### config.mk
export PLATFORM = sky130hd
export DESIGN_NAME = writeback_queue
export DESIGN_NICKNAME = d
export VERILOG_FILES = /design/src/rtl/writeback_queue.sv
export SDC_FILE = /design/constraint.sdc
export NUM_CORES = 1
export LEC_CHECK = 0
export ABC_AREA = 1
export CAP_MARGIN = 40
export CORE_AREA = 4 4 138 87
export DETAILED_ROUTE_END_ITERATION = 10
export DIE_AREA = 0 0 142 91
export PLACE_DENSITY_LB_ADDON = 0.1
export SYNTH_ARGS = -nofsm -noshare
export SYNTH_HDL_FRONTEND = slang
export SYNTH_SLANG_ARGS = --single-unit
export TNS_END_PERCENT = 1
### constraint.sdc
create_clock -name clk -period 3.52 [get_ports clk]
set_input_delay 0.704 -clock clk [delete_from_list [all_inputs] [get_ports clk]]
set_output_delay 0.704 -clock clk [all_outputs]
set_load 0.02 [all_outputs]
### src/rtl/writeback_queue.sv
// Write-back queue: buffers ALU and memory results and retires one per clock into the register
// file write port. Define WBQ_BYPASS_EN to add per-source youngest-match forwarding data.
module writeback_queue #(
    parameter int unsigned d_width = 16,
    parameter int unsigned a_width = 3,
    parameter int unsigned q_width = 2
) (
    input  logic               clk,
    input  logic               clr,
    input  logic               mem_valid,
    input  logic [a_width-1:0] mem_addr,
    input  logic [d_width-1:0] mem_data,
    output logic               mem_ready,
    input  logic               alu_valid,
    input  logic [a_width-1:0] alu_addr,
    input  logic [d_width-1:0] alu_data,
    output logic               alu_ready,
    output logic               write,
    output logic [a_width-1:0] writeaddr,
    output logic [d_width-1:0] data_out,
    input  logic [a_width-1:0] chk0addr,
    input  logic [a_width-1:0] chk1addr,
    output logic               pend0,
    output logic               pend1,
`ifdef WBQ_BYPASS_EN
    output logic [d_width-1:0] fwd0_data,
    output logic [d_width-1:0] fwd1_data,
`endif
    output logic [q_width:0]   count
);

    localparam int unsigned depth = 2 ** q_width;
    localparam logic [q_width+1:0] DepthW  = (q_width + 2)'(depth);
    localparam logic [q_width+1:0] FreeOne = (q_width + 2)'(1);
    localparam logic [q_width+1:0] FreeTwo = (q_width + 2)'(2);

    logic [a_width-1:0] addr_q [depth];
    logic [d_width-1:0] data_q [depth];
    logic [q_width-1:0] head_q, tail_q, tail_d, alu_slot;
    logic [q_width:0]   count_q, count_d;
    logic [q_width+1:0] free;
    logic               pop, mem_acc, alu_acc;

    // Slot index and liveness of each entry, ordered oldest (age 0) to youngest.
    logic [q_width-1:0] age_slot [depth];
    logic [depth-1:0]   age_live;

    assign pop  = (count_q != '0);
    // The slot popped at this edge can be refilled at the same edge.
    assign free = DepthW - {1'b0, count_q} + {{(q_width + 1){1'b0}}, pop};

    assign mem_ready = (free >= FreeOne);
    assign alu_ready = (free >= FreeTwo) | ((free >= FreeOne) & ~mem_valid);

    assign mem_acc  = mem_valid & mem_ready;
    assign alu_acc  = alu_valid & alu_ready;
    assign alu_slot = tail_q + q_width'(mem_acc);

    always_comb begin
        tail_d  = tail_q + q_width'(mem_acc) + q_width'(alu_acc);
        count_d = count_q + (q_width + 1)'(mem_acc) + (q_width + 1)'(alu_acc)
                  - (q_width + 1)'(pop);
    end

    always_ff @(posedge clk or negedge clr) begin
        if (!clr) begin
            head_q  <= '0;
            tail_q  <= '0;
            count_q <= '0;
        end else begin
            head_q  <= head_q + q_width'(pop);
            tail_q  <= tail_d;
            count_q <= count_d;
        end
    end

    // Payload storage needs no reset; liveness is tracked by head/count.
    always_ff @(posedge clk) begin
        if (mem_acc) begin
            addr_q[tail_q] <= mem_addr;
            data_q[tail_q] <= mem_data;
        end
        if (alu_acc) begin
            addr_q[alu_slot] <= alu_addr;
            data_q[alu_slot] <= alu_data;
        end
    end

    assign write     = pop;
    assign writeaddr = pop ? addr_q[head_q] : '0;
    assign data_out  = pop ? data_q[head_q] : '0;
    assign count     = count_q;

    always_comb begin
        for (int unsigned k = 0; k < depth; k++) begin
            age_slot[k] = head_q + q_width'(k);
            age_live[k] = ((q_width + 1)'(k) < count_q);
        end
    end

    always_comb begin
        pend0 = 1'b0;
        pend1 = 1'b0;
        for (int unsigned k = 0; k < depth; k++) begin
            if (age_live[k] && (addr_q[age_slot[k]] == chk0addr)) pend0 = 1'b1;
            if (age_live[k] && (addr_q[age_slot[k]] == chk1addr)) pend1 = 1'b1;
        end
    end

`ifdef WBQ_BYPASS_EN
    // Scan oldest to youngest so the youngest match wins.
    always_comb begin
        fwd0_data = '0;
        fwd1_data = '0;
        for (int unsigned k = 0; k < depth; k++) begin
            if (age_live[k] && (addr_q[age_slot[k]] == chk0addr)) fwd0_data = data_q[age_slot[k]];
            if (age_live[k] && (addr_q[age_slot[k]] == chk1addr)) fwd1_data = data_q[age_slot[k]];
        end
    end
`endif

endmodule
==> flow_metrics.py, run 1 <==
metrics = {
    "clock_tree": {
        "cts_tree": "built",
        "cts_buffer_depth": 2,
        "clk_pin_slew_ps": 60,
        "htree_num_levels": 3,
        "numCtsBuffers": 9,
        "clock-sinks": 83,
        "root_buffer": "clkbuf_16",
        "worstSkewPairLatency_ps": 340,
        "ctsHoldBuffers": 0,
    },
    "power": {
        "p_comb_share_pct": 61.5,
        "power_density_nw_per_um2": 1140,
        "ir_worst_vdd_v": 0.00135,
        "switchingPower_uw": 3550,
        "p_int_uw": 3890,
        "p_leak_uw": 0.00278,
        "clockPowerShare_pct": 12.4,
        "seqPwrFrac_pct": 26.1,
        "netSwitchingFraction_pct": 47.8,
    },
    "floorplanning": {
        "ios": 75,
        "rows": 29,
        "core-area_um2": 10600,
        "dieHeight_um": 91,
        "dieArea_um2": 12900,
        "fp.dieW_um": 142,
        "start_util_pct": 49.8,
    },
    "placed_design": {
        "io_buffers": 74,
        "gp_congestion": 0.866,
        "place_ws_ps": 178,
        "place_area_um2": 6180,
        "dp_cells": 845,
        "hpwl_um": 11500,
    },
    "setup_path": {
        "worstPathMaxFanout": 13,
        "crit_start": "head_q[0]",
        "reg2regPathDepth": 14,
        "r2r_end": "data_q[0][1]",
        "path_class": "register to output pin",
        "end_kind": "output pin",
        "r2r_slack_ps": 270,
        "crit_required_ps": 2820,
        "critPathArrivalTime_ps": 2730,
        "rr_startpoint": "count[2]",
        "endpoint": "data_out[4]",
        "cp-start-kind": "register",
    },
    "drt": {
        "wl_per_cell_um": 19.5,
        "drt_pass1_iterations": 5,
        "drtIter0Drc": 427,
        "antenna_left": 0,
        "via_count": 5132,
        "remaining_drc_errors": 0,
        "via_per_inst": 5.94,
        "drt_wl_total_um": 16800,
    },
    "min_path": {
        "hold_class": "input port to async pin",
    },
    "global_routing": {
        "track_usage_pct": 26.2,
        "antenna_found_initial": 0,
        "grt_max_degree": 61,
        "grt_pass1_vias": 4805,
        "grt_overflow": 0,
        "grt_first_pass_wirelength_um": 26300,
    },
    "synth": {
        "syn_area_per_cell_um2": 8.00,
        "yosysWarnings": 0,
        "ys.flop_type": "edfxtp_1",
        "ys_async_sr_fraction_pct": 8.43,
        "synth_xor_xnor_area_share_pct": 0.810,
        "netlist.area_leader.share_pct": 43.4,
        "yosys-top-cells-area": "edfxtp_1 43%, nand2_1 18%, nand4_1 9.2%",
        "syn-instance-count": 657,
        "synth_top_family_by_area": "simple AND/OR/NAND/NOR gates",
        "ys_types": 27,
        "synth_area_leader_cell": "edfxtp_1",
        "synth_area_um2": 5250,
        "yosys.area_share.simple_pct": 37.3,
        "synth_edf_count": 76,
        "synthMuxAreaShare_pct": 0,
        "ys_seq_area_share_pct": 46.8,
        "synthAdderAreaFrac_pct": 2.91,
        "synth_seq_cells": 83,
        "synth_nets": 716,
        "synth_compound_area_share_pct": 5.72,
    },
    "timing": {
        "maxSlewViolCount": 0,
        "fin_crit_ps": 3430,
        "hold-worst-slack_ps": 634,
        "finalHoldViolations": 0,
        "setup_viol": 0,
        "fin_crit_sh_pct": 97.5,
        "worst_slew_pin_slew_ps": 804,
        "fin_skew_ps": 8.31,
        "fmax_mhz": 291,
        "layout_setup_ws_ps": 88.7,
        "slew_headroom_pct": 46.1,
    },
    "layout": {
        "drive_gt1_share_pct": 7.59,
        "fin_cells": 864,
        "postLayoutCoreUtil_pct": 61.7,
        "diodes": 0,
        "syn2layout_area_growth_pct": 24.0,
        "nNetsFinal": 779,
        "design_area_um2": 6520,
    },
    "job": {
        "maxCapViolations": 0,
    },
    "run_status": {
        "status": "complete, no violations",
    },
}
[layer usage]
metal	GRT usage [%]	share of wire (%)	vias to the layer above
met1	40.6	46	2382
li1	-	-	2447
met2	37.9	43	280
met3	5.09	9.8	23
met4	6.39	1.2	0
met5	0	0	-
[critical path: stages (launching register included)]
cell and delay, ps:
dfrtp_1 410, inv_2 230, nand2_1 130, inv_1 470, a22oi_1 200, a31oi_1 280, clkdlybuf4s50_1 660
[flip-flops by register name (all words and copies together) (netlist names)]
signal / cells
count: 3
addr_q: 12
data_q: 64
tail_q: 2
head_q: 2
[power by group through the flow]
stage	combinational (uW)	sequential (uW)	clock (uW)
after floorplan	2790	1930	0
after global placement	4370	1950	0
after detailed placement	4440	1960	0
after CTS	4450	1940	925
after global routing	4990	1990	965
final	4570	1940	923
[synth_stat cells, types with 3 or more instances]
library cell and n:
o21ai_0 3, ha_1 9, nor2_1 19, nand2_1 247, dfrtp_1 7, a21oi_1 5, edfxtp_1 76, inv_1 27
nand3_1 92, a31oi_1 16, buf_2 25, nand4_1 77, clkbuf_1 12, buf_1 5, buf_4 3, a22oi_1 16
[logic make-up after synthesis]
| family | count (synthesis) |
|---|---|
| XOR/XNOR | 4 |
| adder cells (fa/ha/maj) | 11 |
| AO/OA/AOI/OAI | 45 |
| flip-flops | 83 |
| AND/OR/NAND/NOR | 438 |
| buffers and inverters | 76 |
[area by class of cell]
type	count	area, um^2
clock buffers	11	233
clock inverters	5	53.8
fillers	908	4040
inverters	29	113
multi-input cells	498	2530
flip-flops and latches	83	2460
well taps	139	174
repair buffers	99	960
[cells in the final DEF, fill, tap and decap left out, drive strengths merged]
cell           Yosys  layout
nor3               1       1
nand4             77      77
o2111ai            1       1
ha                 9       9
clkbuf            12      11
fa                 2       2
o21ai              5       5
buf               35      26
o31ai              2       2
clkinvlp           0       3
bufinv             0       1
a21oi              5       5
nor2              19      19
clkdlybuf4s50      0      73
a22oi             16      16
xor2               1       1
clkinv             0       2
dfrtp              7       7
inv               29      28
xnor2              3       3
nand3             92      92
edfxtp            76      76
nand2            249     249
a31oi             16      16
[timing repair]
action / 4_1_cts / 5_1_grt
resized for setup: 0 / 5
setup endpoints to repair: 0 / 109
buffers inserted: 0 / 3
[worst min path at each step]
stage	startpoint	end	slack, ps	cells after the start
global route	clr	count[2]	650	1
finish	clr	count[2]	630	1
floorplan	clr	count[0]	410	0
detailed placement	tail_q[1]	tail_q[1]	660	2
CTS	clr	count[2]	640	1
global placement	tail_q[1]	tail_q[1]	650	2
[per-stage QoR]
step | total power, uW | TNS [ps]
2_1_floorplan | 4720 | 0
6_report | 7440 | 0
3_3_place_gp | 6320 | 0
5_1_grt | 7950 | -1.86
3_5_place_dp | 6390 | 0
4_1_cts | 7320 | 0
(Power assumes the default switching activity.)
==> run 2, diff against run 1 <==
--- a/config.mk
+++ b/config.mk
@@ -16,2 +16,2 @@
 export SYNTH_SLANG_ARGS = --single-unit
-export TNS_END_PERCENT = 1
+export TNS_END_PERCENT = 50
--- a/constraint.sdc
+++ b/constraint.sdc
@@ -3,2 +3,2 @@
 set_output_delay 0.704 -clock clk [all_outputs]
-set_load 0.02 [all_outputs]
+set_load 0.05 [all_outputs]
==> flow_metrics.py, run 2 (synthesis gave the netlist of run 1 again) <==
metrics = {
    "clock_tree": {
        "htree_num_levels": 3,
        "clk_pin_slew_ps": 70,
        "clock-sinks": 83,
        "root_buffer": "clkbuf_16",
        "worstSkewPairLatency_ps": 340,
        "numCtsBuffers": 9,
        "ctsHoldBuffers": 0,
        "cts_buffer_depth": 2,
        "cts_tree": "built",
    },
    "global_routing": {
        "grt_pass1_vias": 5111,
        "grt_overflow": 0,
        "track_usage_pct": 26.1,
        "antenna_found_initial": 0,
        "grt_max_degree": 69,
        "grt_first_pass_wirelength_um": 26400,
    },
    "placed_design": {
        "io_buffers": 74,
        "hpwl_um": 11100,
        "gp_congestion": 0.877,
    },
    "layout": {
        "final_cell_mix": "247 x nand2_1, 91 x nand3_1, 77 x nand4_1, 76 x edfxtp_1, 50 x clkdlybuf4s50_1",
        "layout.cells.most_common": "nand2_1",
        "regArea_um2": 2460,
        "multi_input_area_um2": 2540,
        "diodes": 0,
        "drive_gt1_share_pct": 10.8,
        "nNetsFinal": 779,
        "fillers": 858,
        "syn2layout_area_growth_pct": 28.0,
        "largest_reg_flops": 64,
        "largest-register": "data_q",
    },
    "setup_path": {
        "path_class": "register to register",
        "rr_startpoint": "count[2]",
        "crit_required_ps": 3560,
        "r2r_slack_ps": 290,
        "cp-start-kind": "register",
        "worstPathMaxFanout": 11,
        "r2r_end": "data_q[3][2]",
        "critPathArrivalTime_ps": 3260,
        "reg2regPathDepth": 14,
        "endpoint": "data_q[3][2]",
        "end_kind": "register",
        "crit_start": "count[2]",
    },
    "drt": {
        "dr_wl_met3_um": 2170,
        "wl_per_cell_um": 19.4,
        "wl_met1_um": 7130,
        "drtIter0Drc": 620,
        "drt_pass1_iterations": 8,
        "via_count": 5376,
        "wl_met2_um": 7280,
        "via_per_inst": 6.22,
        "drt_wl_total_um": 16800,
        "maxUsedRoutingLayer": "met4",
        "remaining_drc_errors": 0,
        "antenna_left": 0,
    },
    "timing": {
        "worst_slew_pin_slew_ps": 746,
        "fin_crit_sh_pct": 91.6,
        "fin_crit_ps": 3230,
        "maxSlewViolCount": 0,
        "rsz0062_at_grt": "no",
        "fin_skew_ps": 8.69,
        "tns_ps": 0,
        "finalHoldViolations": 0,
        "setup_viol": 0,
        "slew_headroom_pct": 50.3,
        "fmax_mhz": 310,
    },
    "floorplanning": {
        "dieArea_um2": 12900,
        "ios": 75,
        "start_util_pct": 49.8,
        "fp.dieW_um": 142,
        "core-area_um2": 10600,
        "dieHeight_um": 91,
        "rows": 29,
    },
    "run_status": {
        "status": "complete, no violations",
    },
    "job": {
        "maxCapViolations": 0,
    },
    "min_path": {
        "hold_class": "input port to async pin",
    },
}
run 2: changes by cell type in the layout (fill, tap and decap cells not counted), moves of 3 or more:
cell | before | now
dfrtp_2 | 0 | 3
dfrtp_1 | 7 | 4
buf_12 | 2 | 23
buf_4 | 21 | 24
clkdlybuf4s50_1 | 73 | 50
run 2: worst min path at each step:
stage	cells after the start	startpoint	slack (ps)	end
6_report	1	clr	640	tail_q[0]
5_1_grt	1	clr	660	head_q[1]
4_1_cts	1	clr	640	tail_q[1]
3_5_place_dp	2	tail_q[1]	640	tail_q[1]
3_3_place_gp	2	tail_q[1]	640	tail_q[1]
2_1_floorplan	0	clr	410	count[0]
run 2: area by class of cell:
| cell class | count | share of cell area [%] |
|---|---|---|
| timing repair buffer | 99 | 17.2 |
| multi-input combinational | 498 | 37.7 |
| inverter | 29 | 1.62 |
| clock buffer | 11 | 3.46 |
| clock inverter | 5 | 0.800 |
| tap | 139 | 2.59 |
| sequential | 83 | 36.6 |
run 2: timing repair:
action                                  in CTS  in global routing
gates resized for setup                      0                  1
buffers inserted                             0                  5
endpoints found under the setup margin       0                 34
run 2: metal layers:
layer | track usage [%] | up-vias
met2 | 37.3 | 383
met1 | 38.1 | 2515
met4 | 6.71 | 0
met5 | 0 | -
met3 | 8.50 | 24
li1 | - | 2454
run 2: stage by stage:
step	instance area (um^2)	hold WS [ps]	worst slack (ps)	utilization, %	cells
2_1_floorplan	5310	408	29.2	-	657
4_1_cts	6650	640	288	62.9	859
3_3_place_gp	6360	642	439	60.2	843
3_5_place_dp	6360	645	315	60.2	843
5_1_grt	6720	656	20.3	63.7	864
6_report	6720	641	294	63.7	864
run 2: critical path, cell delays in order, from the launching register on:
cell and delay (ps):
dfrtp_2 450, nor3_2 220, ha_1 170, inv_1 50
ha_1 200, o21ai_2 250, nand3_4 120, nand2_1 100
inv_1 60, ha_1 340, inv_1 80, nor2_1 150
nand3_1 160, o31ai_4 250, buf_4 320
Power of run 2 is left out: the tool's default activity adds up to more than one toggle a clock period on the data nets, which glitch-free logic cannot reach.
==> run 3, diff against run 2 <==
- CTS_CLUSTER_DIAMETER: default -> 50
==> results of run 3 <==
The final DEF is identical to that of run 2; final timing and power are the same.
Power of run 3 is left out for the same reason.
